===== src/rtl/seg7_bcd_counter_mux.sv =====
// rtl/seg7_bcd_counter_mux.sv - multi-digit BCD up/down counter with multiplexed 7-segment drive
module seg7_bcd_counter_mux #(
    parameter int DIGITS   = 4,
    parameter int TICK_DIV = 10,
    parameter int SCAN_DIV = 4,
    parameter int LZ_BLANK = 1
) (
    input  logic                  clk,
    input  logic                  rst_n,
    input  logic                  ena,
    input  logic                  run,
    input  logic                  dir,
    input  logic                  clr,
    input  logic                  load,
    input  logic [DIGITS*4-1:0]   load_val,
    output logic [DIGITS*4-1:0]   count_bcd,
    output logic                  wrap,
    output logic [6:0]            seg,
    output logic                  dp,
    output logic [DIGITS-1:0]     dig_sel
);

    // Counter widths are kept at least one bit so DIGITS=1 / SCAN_DIV=1 stay legal.
    localparam int PW = $clog2(TICK_DIV);
    localparam int SW = (SCAN_DIV > 1) ? $clog2(SCAN_DIV) : 1;
    localparam int IW = (DIGITS > 1) ? $clog2(DIGITS) : 1;

    localparam logic [PW-1:0] PRESC_LAST = PW'(TICK_DIV - 1);
    localparam logic [PW-1:0] PRESC_HALF = PW'(TICK_DIV / 2);
    localparam logic [SW-1:0] SCAN_LAST  = SW'(SCAN_DIV - 1);
    localparam logic [IW-1:0] IDX_LAST   = IW'(DIGITS - 1);

    logic [PW-1:0]         presc;
    logic [SW-1:0]         scan_cnt;
    logic [IW-1:0]         scan_idx;
    logic                  tick;
    logic [DIGITS*4-1:0]   count_step;
    logic                  step_wraps;
    logic [DIGITS*4-1:0]   load_clean;
    logic [3:0]            cur_digit;
    logic                  cur_blank;
    logic [DIGITS-1:0]     sel_next;

    function automatic logic [6:0] decode(input logic [3:0] d);
        logic [6:0] s;
        case (d)
            4'd0:    s = 7'b0111111;
            4'd1:    s = 7'b0000110;
            4'd2:    s = 7'b1011011;
            4'd3:    s = 7'b1001111;
            4'd4:    s = 7'b1100110;
            4'd5:    s = 7'b1101101;
            4'd6:    s = 7'b1111101;
            4'd7:    s = 7'b0000111;
            4'd8:    s = 7'b1111111;
            4'd9:    s = 7'b1101111;
            default: s = 7'b0000000;
        endcase
        return s;
    endfunction

    assign tick = ena & run & (presc == PRESC_LAST);

    // Ripple a +1/-1 through the BCD digits; a carry/borrow out of the top digit is a wrap.
    always_comb begin
        count_step = count_bcd;
        step_wraps = 1'b1;
        for (int i = 0; i < DIGITS; i++) begin
            if (step_wraps) begin
                if (dir) begin
                    if (count_bcd[4*i +: 4] == 4'd9) begin
                        count_step[4*i +: 4] = 4'd0;
                    end else begin
                        count_step[4*i +: 4] = count_bcd[4*i +: 4] + 4'd1;
                        step_wraps = 1'b0;
                    end
                end else begin
                    if (count_bcd[4*i +: 4] == 4'd0) begin
                        count_step[4*i +: 4] = 4'd9;
                    end else begin
                        count_step[4*i +: 4] = count_bcd[4*i +: 4] - 4'd1;
                        step_wraps = 1'b0;
                    end
                end
            end
        end
    end

    // Non-decimal digits in the load value are forced to 0 so the count stays valid BCD.
    always_comb begin
        load_clean = '0;
        for (int i = 0; i < DIGITS; i++) begin
            if (load_val[4*i +: 4] <= 4'd9) begin
                load_clean[4*i +: 4] = load_val[4*i +: 4];
            end
        end
    end

    // Pick the scanned digit and decide whether it is a leading zero.
    always_comb begin
        cur_digit = 4'd0;
        cur_blank = 1'b1;
        sel_next  = '0;
        for (int i = 0; i < DIGITS; i++) begin
            if (IW'(i) == scan_idx) begin
                cur_digit   = count_bcd[4*i +: 4];
                sel_next[i] = 1'b1;
            end
            if ((IW'(i) >= scan_idx) && (count_bcd[4*i +: 4] != 4'd0)) begin
                cur_blank = 1'b0;
            end
        end
        if ((LZ_BLANK == 0) || (scan_idx == '0)) begin
            cur_blank = 1'b0;
        end
    end

    // Prescaler, count and wrap pulse; clr beats load beats tick.
    always_ff @(posedge clk or negedge rst_n) begin
        if (!rst_n) begin
            presc     <= '0;
            count_bcd <= '0;
            wrap      <= 1'b0;
        end else if (ena) begin
            if (clr) begin
                presc     <= '0;
                count_bcd <= '0;
                wrap      <= 1'b0;
            end else if (load) begin
                presc     <= '0;
                count_bcd <= load_clean;
                wrap      <= 1'b0;
            end else begin
                wrap <= tick & step_wraps;
                if (run) begin
                    presc <= (presc == PRESC_LAST) ? '0 : presc + 1'b1;
                end
                if (tick) begin
                    count_bcd <= count_step;
                end
            end
        end
    end

    // Digit scan: each index is held for SCAN_DIV cycles, then advances round-robin.
    always_ff @(posedge clk or negedge rst_n) begin
        if (!rst_n) begin
            scan_cnt <= '0;
            scan_idx <= '0;
        end else if (ena) begin
            if (scan_cnt == SCAN_LAST) begin
                scan_cnt <= '0;
                scan_idx <= (scan_idx == IDX_LAST) ? '0 : scan_idx + 1'b1;
            end else begin
                scan_cnt <= scan_cnt + 1'b1;
            end
        end
    end

    // Registered display outputs for the currently scanned digit.
    always_ff @(posedge clk or negedge rst_n) begin
        if (!rst_n) begin
            seg     <= '0;
            dp      <= 1'b0;
            dig_sel <= '0;
        end else if (ena) begin
            dig_sel <= sel_next;
            seg     <= cur_blank ? 7'b0000000 : decode(cur_digit);
            dp      <= (scan_idx == '0) && (presc < PRESC_HALF);
        end
    end

endmodule


===== config.mk =====
export PLATFORM = sky130hd
export DESIGN_NAME = seg7_bcd_counter_mux
export DESIGN_NICKNAME = d
export VERILOG_FILES = /design/src/rtl/seg7_bcd_counter_mux.sv
export SDC_FILE = /design/constraint.sdc
export NUM_CORES = 1
export LEC_CHECK = 0
export ABC_AREA = 1
export ABC_CLOCK_PERIOD_IN_PS = 1690
export CAP_MARGIN = 20
export CORE_ASPECT_RATIO = 0.75
export CORE_MARGIN = 4
export CORE_UTILIZATION = 49
export CTS_CLUSTER_SIZE = 20
export DETAILED_ROUTE_END_ITERATION = 10
export PLACE_DENSITY = 0.78
export SKIP_CTS_REPAIR_TIMING = 1
export SLEW_MARGIN = 20
export SYNTH_ARGS = -nofsm -noshare
export SYNTH_HDL_FRONTEND = slang
export SYNTH_SLANG_ARGS = --single-unit

===== constraint.sdc =====
create_clock -name clk -period 1.69 [get_ports clk]
set_input_delay 0.338 -clock clk [delete_from_list [all_inputs] [get_ports clk]]
set_output_delay 0.338 -clock clk [all_outputs]
set_load 0.05 [all_outputs]

## After elaboration in Yosys (flattened, before gate mapping)

Memory sizes are Yosys's and may differ from the RTL's.
Cells that the tools add are included.

- Memories kept: 1
- ROM bits: 112
- Flip-flop bits (word level): 37
- Output and inout port bits: 29
- Logic and storage cells: 129

- Equality and inequality tests: 10
- $lt $le $gt $ge: 9
- Bitwise operators: 3
- Add/sub/neg operators: 11
- Muxes and demuxes: 59
- Reduce and logical (&&, ||, !) cells: 25

Memory list:

| name | depth | width | rd ports | clocked after memory_dff | wr ports | line | source |
|---|---|---|---|---|---|---|---|
| (name not given) | 16 | 7 | 1 | 0 | 0 | 46 | `case (d)` |

Operators by type and width:

| kind | number |
|---|---|
| $mux W4 | 27 |
| $mux W16 | 3 |
| $mux W1 | 26 |
| $add A4 B1 Y4 const B | 5 |
| $eq A4 B4 Y1 const B | 5 |
| $le A4 B4 Y1 const B | 4 |
| $logic_not A4 Y1 | 4 |
| $reduce_bool A4 Y1 | 4 |
| $sub A4 B1 Y4 const B | 4 |
| $reduce_bool A3 Y1 | 5 |
| $reduce_and A3 Y1 | 3 |
| $mux W7 | 1 |
| $reduce_and A2 Y1 | 3 |
| $logic_and A1 B1 Y1 | 5 |
| $add A2 B1 Y2 const B | 2 |
| $eq A2 B2 Y1 const A | 2 |
| $eq A2 B2 Y1 const B | 2 |
| $ge A1 B2 Y1 const A | 2 |
| $ge A2 B2 Y1 const A | 2 |
| $lt A4 B3 Y1 const B | 1 |
| $mux W2 | 2 |
| $and A1 B1 Y1 | 3 |
| $eq A1 B2 Y1 const A | 1 |
| $logic_not A2 Y1 | 1 |

## Depth between registers and ports, before layout

Gate-level depths: netlist of run 1.

- Depth in word-level cells: 9
- Mapped depth: 14
- Gate-level depth less buffers: 14

## Worst setup path after synthesis of run 1

Ideal clock, no wire load.

- Path kind: register to register
- From: register scan_idx[0]
- To: register seg[3]
- Buffers on the path: 0
- Library setup time: 0.118 ns
- Data arrival time: 1.745 ns
- Period minus slack after synthesis: 1.862 ns
- Data required time: 1.572 ns
- Stages on the path, launching flop included: 14
- Setup slack: -0.172 ns
- Cells stage by stage: dfrtp_1 > inv_1 > ha_1 > inv_2 > nand3_1 > nand2_1 > nand2_1 > inv_1 > ha_1 > inv_1 > nand2_1 > nand3_1 > nand2_1 > nand2_1

- Word-level cells in the longest chain between the ends: 8
- Elaborated cells on any way between the ends: 23
- Classes of those cells: order compare (4); eq/ne (3); mux (10); reduce/logical (5); memory (1)

Ends and longest elaborated chain:

| element | line | source |
|---|---|---|
| from (decl) | 35 | `logic [IW-1:0] scan_idx;` |
| from (signal assigned) | 153 | `scan_idx <= (scan_idx == IDX_LAST) ? '0 : scan_idx + 1'b1;` |
| parallel branches: the longest is 7 deep, another holds $mem_v2 Z16 W7 | - |  |
| $mux W7 (*) | 168 | `seg <= cur_blank ? 7'b0000000 : decode(cur_digit);` |
| to (signal assigned) | 168 |  |
| to (decl) | 18 | `output logic [6:0] seg,` |

Every way passes the cells marked *.
A chain may end at the register's enable or synchronous reset.

## Final worst setup path of run 1

- From: register scan_idx[1]
- To: register seg[5]

Same word-level chain as after synthesis.

==> results of run 1 <==
## flip-flops by register name, summed over array words and instances, names as in the netlist
| name | cells |
|---|---|
| wrap | 1 |
| dig_sel | 4 |
| dp | 1 |
| scan_idx | 2 |
| count_bcd | 16 |
| scan_cnt | 2 |
| seg | 7 |
| presc | 4 |
## final timing paths
path                                          from                        end  cells past startpoint
max                        scan_idx[1]$_DFFE_PN0P_         seg[5]$_DFFE_PN0P_                     13
min reg2reg                 dig_sel[0]$_DFFE_PN0P_     dig_sel[0]$_DFFE_PN0P_                      2
max reg2reg                scan_idx[1]$_DFFE_PN0P_         seg[5]$_DFFE_PN0P_                     13
min                                          rst_n   count_bcd[3]$_DFFE_PN0P_                      1
min in group clk            dig_sel[0]$_DFFE_PN0P_     dig_sel[0]$_DFFE_PN0P_                      2
max in group asynchronous                    rst_n  count_bcd[12]$_DFFE_PN0P_                      2
## power breakdown
part           switching (mW)  internal [mW]
clock                   0.367          0.442
sequential              0.271           1.16
combinational            2.61           1.74
total                    3.25           3.34
## metrics by stage
stage	instance area (um2)	setup slack, ps
global route	4390	-280
finish	4390	-169
CTS	4230	-164
floorplan	3120	-32.6
detailed placement	4110	-187
global placement	4110	-208
## worst max-delay path, stage by stage (launching register included)
cell      delay [ps]
dfrtp_1          430
inv_2            130
ha_4             200
inv_4             50
nand3_2           70
nand2_2           70
a21boi_4         260
inv_2             90
ha_2             170
inv_1             70
nand2_2           80
nand3_2           60
nand2_1           50
nand2_1           70
## cell families after synthesis
family	count (synthesis)	share of synthesized area [%]
adders and majority gates	25	10.2
AOI/OAI and AO/OA	87	16.8
DFF	37	30.3
buffers and inverters	66	9.12
xor gates and xnor gates	7	2.00
and+or+nand+nor	214	31.6
## routing by layer
metal | part of all wire, % | wire length (um)
met1 | 48 | 4360
met2 | 44 | 4010
met3 | 7.0 | 641
met4 | 1.0 | 94
met5 | 0 | 0
## layout make-up
cell class,count,area [um2],area share (%)
flip-flops and latches,37,935,21.3
well taps,78,97.6,2.22
clock inverters,3,46.3,1.06
multi-input cells,333,2020,45.9
clock buffers,5,68.8,1.57
inverters,54,205,4.68
repair buffers,108,1020,23.2
## cell usage after synthesis, drive strengths merged, types with 2 or more instances
cell type,n
or2,3
nand3,43
inv,53
xor2,5
nand4,8
xnor2,2
o21ai,46
a21oi,31
clkbuf,3
o22ai,3
nand2,133
nor2,23
buf,9
dfrtp,37
ha,25
nor3,2
o211ai,3
==> summary.md, run 1 <==
| Metric | Value |
|---|---|
| First drt pass iteration count | 7 |
| Clock root buffer | clkbuf_8 |
| Setup slack, reg-to-reg | -170 ps |
| Die Y | 76.4 um |
| TritonCTS buffer count | 5 |
| CP Capture Type | register |
| Placed wire-length estimate after detailed placement | 6.89 mm |
| Final worst-path cycle share | 110% |
| Fill cell count | 438 |
| Top-area cell type share of the netlist area | 30.3% |
| Leading post-synthesis cells by cell area | dfrtp_1 30%, nand2_1 15%, ha_1 10% |
| Net count of the mapped netlist | 484 |
| Via count | 3352 |
| GP Congestion | 0.925 |
| DRC violations left | 0 |
| Power density relative to cell area | 1500 nW/um2 |
| Hold Violations, Final | 0 |
| Grt peak-use layer | met1 |
| Area of the die | 7590 um2 |
| Die W | 99.3 um |
| Actual transition at the worst max-transition pin | 518 ps |
| Final worst clock skew | 7.08 ps |
| Clock Latency Late Sink | 300 ps |
| Post-synth cell types | 39 |
| Fraction of the yosys area taken by sequential cells | 30.3% |
| Required @ worst endpoint | 1930 ps |
| Final critical-path setup slack | -169 ps |
| Synth warn | 0 |
| Max-capacitance violation count | 0 |
| Leakage power summed over all cells | 2.18 nW |
| Crit Path Max Fanout | 6 |
| Final number of max-transition violations | 0 |
| Cell Rows | 24 |
| Antenna-violating nets left | 0 |
| Most used DFF post-synth | dfrtp_1 |
| Kind of critical path | reg -> reg |
| Number of standard cells in the final layout excluding fillers | 618 |
| Arrival time worst endpoint | 2100 ps |
| GR Util met2 | 33.8% |
| Total number of H-tree levels | 2 |
| Via count of the first global-routing pass | 3057 |
| Most common cell after layout, fill and taps aside | nand2_1 |
| FFs w/ async S/R, synth | 100% |
| Max Clk Rate | 538 MHz |
| Total global routing track utilization | 23.2% |
| Core footprint | 5950 um2 |
| Initial drt markers | 228 |
| Unrepaired setup endpoints after global routing | true |
| Global-route wire length before repair | 14.5 mm |
| Number of placed instances, taps included | 605 |
| Clk buf depth | 2 |
| Number of synthesized flops with an enable pin | 0 |
| Pin count of the biggest net entering global routing | 22 |
| Global routing usage on met1 | 35.1% |
| Starting Density | 51.5% |
| Worst ir drop on vdd | 1120 uV |
| Tightest Hold Check Type | in -> async |
| Post-synthesis cell count | 436 |
| Antenna violations before repair | 0 |
| Number of vias per cell after detailed routing | 5.42 |
| Flip-flop and latch count after synthesis | 37 |
| GR Layer Usage met3 | 3.84% |
| Synthesized area | 3060 um2 |
| Avg WL per Cell | 14.7 um |
| Total Power | 6.59 mW |
| Most frequent cells in the layout | 119 x nand2_1, 72 x buf_4, 36 x inv_1, 34 x o21ai_0, 33 x nand3_1 |
| Failing checks | negative setup slack |
| Run status | complete, but fails checks |
| Share of final-layout standard cells stronger than drive strength 1 | 31.5% |
| Clock transition time at the flip-flop clock pins of the worst setup and hold paths | 90 ps |
| TritonCTS Sinks | 37 |
| Routed Wire Length | 9.11 mm |
| Mean instance size in the synthesized netlist | 7.02 um2 |
| Category of the worst setup path launch point | register |
| Total of buffers placed on input and output ports | 51 |
| Post-synth top area cell | dfrtp_1 |
| Fin util | 73.8% |
| Tightest hold margin | 0.268 ps |
| Net count reported at finish | 587 |
| Num ports | 52 |
| Clock tree from TritonCTS | built |
| Slew headroom | 65.5% |
| Signed area change from the synthesized netlist to the final layout | 43.3% |
| Total of endpoints with negative setup slack in the final report | 7 |
| Clock period minus final worst setup slack | 1860 ps |
| Count of inserted antenna diode cells | 0 |
| Total Negative Setup Slacks | -954 ps |
| Remaining global-route overflow | 0 |
Note: power is estimated with default switching activity, not from simulation.
==> run 2, diff against run 1 <==
--- a/config.mk
+++ b/config.mk
@@ -6,14 +6,14 @@
 export NUM_CORES = 1
 export LEC_CHECK = 0
 export ABC_AREA = 1
-export ABC_CLOCK_PERIOD_IN_PS = 1690
+export ABC_CLOCK_PERIOD_IN_PS = 2330
 export CAP_MARGIN = 20
 export CORE_ASPECT_RATIO = 0.75
-export CORE_MARGIN = 4
-export CORE_UTILIZATION = 49
+export CORE_MARGIN = 2
+export CORE_UTILIZATION = 50
 export CTS_CLUSTER_SIZE = 20
 export DETAILED_ROUTE_END_ITERATION = 10
-export PLACE_DENSITY = 0.78
+export PLACE_DENSITY = 0.76
 export SKIP_CTS_REPAIR_TIMING = 1
 export SLEW_MARGIN = 20
 export SYNTH_ARGS = -nofsm -noshare
==> constraint.sdc (replaced) <==
create_clock -name clk -period 2.33 [get_ports clk]
set_input_delay 0.466 -clock clk [delete_from_list [all_inputs] [get_ports clk]]
set_output_delay 0.466 -clock clk [all_outputs]
set_load 0.05 [all_outputs]
==> run 2 against run 1 <==
The flow now finishes without violations. Die area fell by 11%. Critical path type is now reg -> out. First-iteration DRC count fell by 38%. Utilization fell by 9.4 points. Global-route usage rose by 1.3 points. Highest routed layer unchanged. Final cell count fell by 7.1%. Routed wire length fell by 16%. Worst hold slack improved by 210 ps. Total power fell by 41%.
==> summary.md, run 2 (synthesized netlist as in run 1, its figures left out) <==
| Metric | Value |
|---|---|
| Run status | completed |
| Routed met1 length | 3.79 mm |
| Unrepaired setup endpoints after global routing | false |
| Max-capacitance violation count | 0 |
| Most common cell after layout, fill and taps aside | nand2_1 |
| Flip-flop count of the largest register after layout | 16 |
| Core footprint | 5860 um2 |
| Critical-path cell list | clkdlybuf4s50_1 |
| Total of buffers placed on input and output ports | 51 |
| Fin util | 64.4% |
| Area of the die | 6770 um2 |
| Starting Density | 52.3% |
| Actual transition at the worst max-transition pin | 511 ps |
| Clock Latency Late Sink | 300 ps |
| Antenna-violating nets left | 0 |
| Clock transition time at the flip-flop clock pins of the worst setup and hold paths | 80 ps |
| Count of inserted antenna diode cells | 0 |
| Setup slack, reg-to-reg | 310 ps |
| Num ports | 52 |
| Clock tree from TritonCTS | built |
| Cell Rows | 24 |
| Internal power of the cells | 1.88 mW |
| Tightest hold margin | 206 ps |
| CP Capture Type | primary output |
| Pin count of the biggest net entering global routing | 38 |
| TritonCTS buffer count | 5 |
| Kind of critical path | reg -> out |
| Most frequent cells in the layout | 126 x nand2_1, 50 x clkdlybuf4s50_1, 43 x inv_1, 40 x nand3_1, 37 x dfrtp_1 |
| Origin of the critical flop-to-flop path | scan_idx[1]$_DFFE_PN0P_ |
| Worst r2r path cells | 13 |
| Fin area | 3770 um2 |
| Total of endpoints with negative setup slack in the final report | 0 |
| Routed length on met3 | 516 um |
| Placed wire-length estimate after detailed placement | 5.96 mm |
| Via count of the first global-routing pass | 2793 |
| Logic depth of the worst path, buffers included | 1 |
| Final worst clock skew | 9.13 ps |
| Global-route wire length before repair | 13.1 mm |
| Slowest cell delay on critical path | 880 ps |
| Die W | 94.3 um |
| Total Negative Setup Slacks | 0 ps |
| Fraction of power spent switching nets | 51.3% |
| Leakage power summed over all cells | 1.87 nW |
| Clock share of power | 11.4% |
| GP Congestion | 0.890 |
| Via count | 3027 |
| Highest metal layer with signal wires | met4 |
| Setup crit end | count_bcd[10] |
| Clk buf depth | 2 |
| Crit Path Max Fanout | 9 |
| Tightest Hold Check Type | in -> async |
| First drt pass iteration count | 5 |
| Minimum setup slack after placement | 190 ps |
| TritonCTS Sinks | 37 |
| Psw | 1.98 mW |
| Remaining global-route overflow | 0 |
| Total number of H-tree levels | 2 |
| Final critical-path setup slack | 142 ps |
| Total global routing track utilization | 24.5% |
| Worst ir drop on vdd | 796 uV |
| Worst Setup SP | count_bcd[10]$_DFFE_PN0P_ |
| Net count reported at finish | 543 |
| Slew headroom | 65.8% |
| Power density relative to cell area | 1020 nW/um2 |
| Required @ worst endpoint | 1860 ps |
| Routed Wire Length | 7.69 mm |
| Placement Cell Area | 3680 um2 |
| Largest Register | count_bcd |
| Avg WL per Cell | 13.4 um |
| Combined buffer and inverter count along the critical path | 1 |
| Gate family responsible for the most delay along the worst path | buffers and inverters |
| Signed area change from the synthesized netlist to the final layout | 23.2% |
| Die Y | 71.8 um |
| Number of vias per cell after detailed routing | 5.27 |
| Max Clk Rate | 457 MHz |
| Capture point of the worst reg-to-reg path | seg[6]$_DFFE_PN0P_ |
| Hold Violations, Final | 0 |
| Sequential group share of total power | 26.4% |
| Clock period minus final worst setup slack | 2190 ps |
| Final number of max-transition violations | 0 |
| DRC violations left | 0 |
| Crit-path slowest cell | clkdlybuf4s50_1 |
| Initial drt markers | 141 |
| Share of final-layout standard cells stronger than drive strength 1 | 11.1% |
| Antenna violations before repair | 0 |
| Registers with the most flip-flops | count_bcd (16), seg (7) |
| Final worst-path cycle share | 93.9% |
| Category of the worst setup path launch point | register |
| Met2 WL post-DR | 3.28 mm |
| Arrival time worst endpoint | 1720 ps |
| Clock root buffer | clkbuf_8 |
| Combinational cell fraction of total power | 62.1% |
-- run 2: cell types whose count changed in the layout (fill, tap and decap cells not counted), sizes merged --
cell / change
bufinv: -1
clkinv: +1
clkdlybuf4s50: +29
clkbuf: +1
buf: -73
clkinvlp: -1
-- run 2: power by group through the flow --
stage / clock [mW] / sequential, mW / combinational [mW]
2_1_floorplan: 0 / 1.48 / 1.27
5_1_grt: 0.476 / 1.05 / 2.67
3_5_place_dp: 0 / 1.02 / 2.40
3_3_place_gp: 0 / 1.03 / 2.37
6_report: 0.442 / 1.02 / 2.40
4_1_cts: 0.450 / 1.02 / 2.40
-- run 2: worst min-delay path by stage --
| stage | startpoint | to | slack, ps | cells after the start |
|---|---|---|---|---|
| after floorplan | rst_n | count_bcd[0]$_DFFE_PN0P_ | 170 | 0 |
| after global placement | scan_cnt[1]$_DFFE_PN0P_ | scan_cnt[1]$_DFFE_PN0P_ | 460 | 2 |
| after detailed placement | dig_sel[0]$_DFFE_PN0P_ | dig_sel[0]$_DFFE_PN0P_ | 460 | 2 |
| after CTS | rst_n | wrap$_DFFE_PN0P_ | 220 | 2 |
| after global routing | rst_n | count_bcd[3]$_DFFE_PN0P_ | 250 | 2 |
| final | rst_n | count_bcd[6]$_DFFE_PN0P_ | 210 | 2 |
-- run 2: per-stage QoR --
stage,std cells,power [mW]
2_1_floorplan,436,2.76
3_3_place_gp,566,3.39
3_5_place_dp,566,3.42
4_1_cts,574,3.87
5_1_grt,574,4.20
6_report,574,3.86
-- run 2: area by class of cell --
| cell class | count | area, um2 |
|---|---|---|
| repair buffers | 64 | 603 |
| inverters | 54 | 203 |
| fillers | 548 | 2080 |
| multi-input cells | 333 | 1860 |
| clock buffers | 6 | 72.6 |
| clock inverters | 2 | 10.0 |
| well taps | 78 | 97.6 |
| flip-flops and latches | 37 | 926 |
-- run 2: layer usage --
metal  vias up  GRT usage [%]
li1       1545              -
met1      1372           35.9
met3        14           4.63
met4         0           6.12
met5         -              0
met2        96           37.5
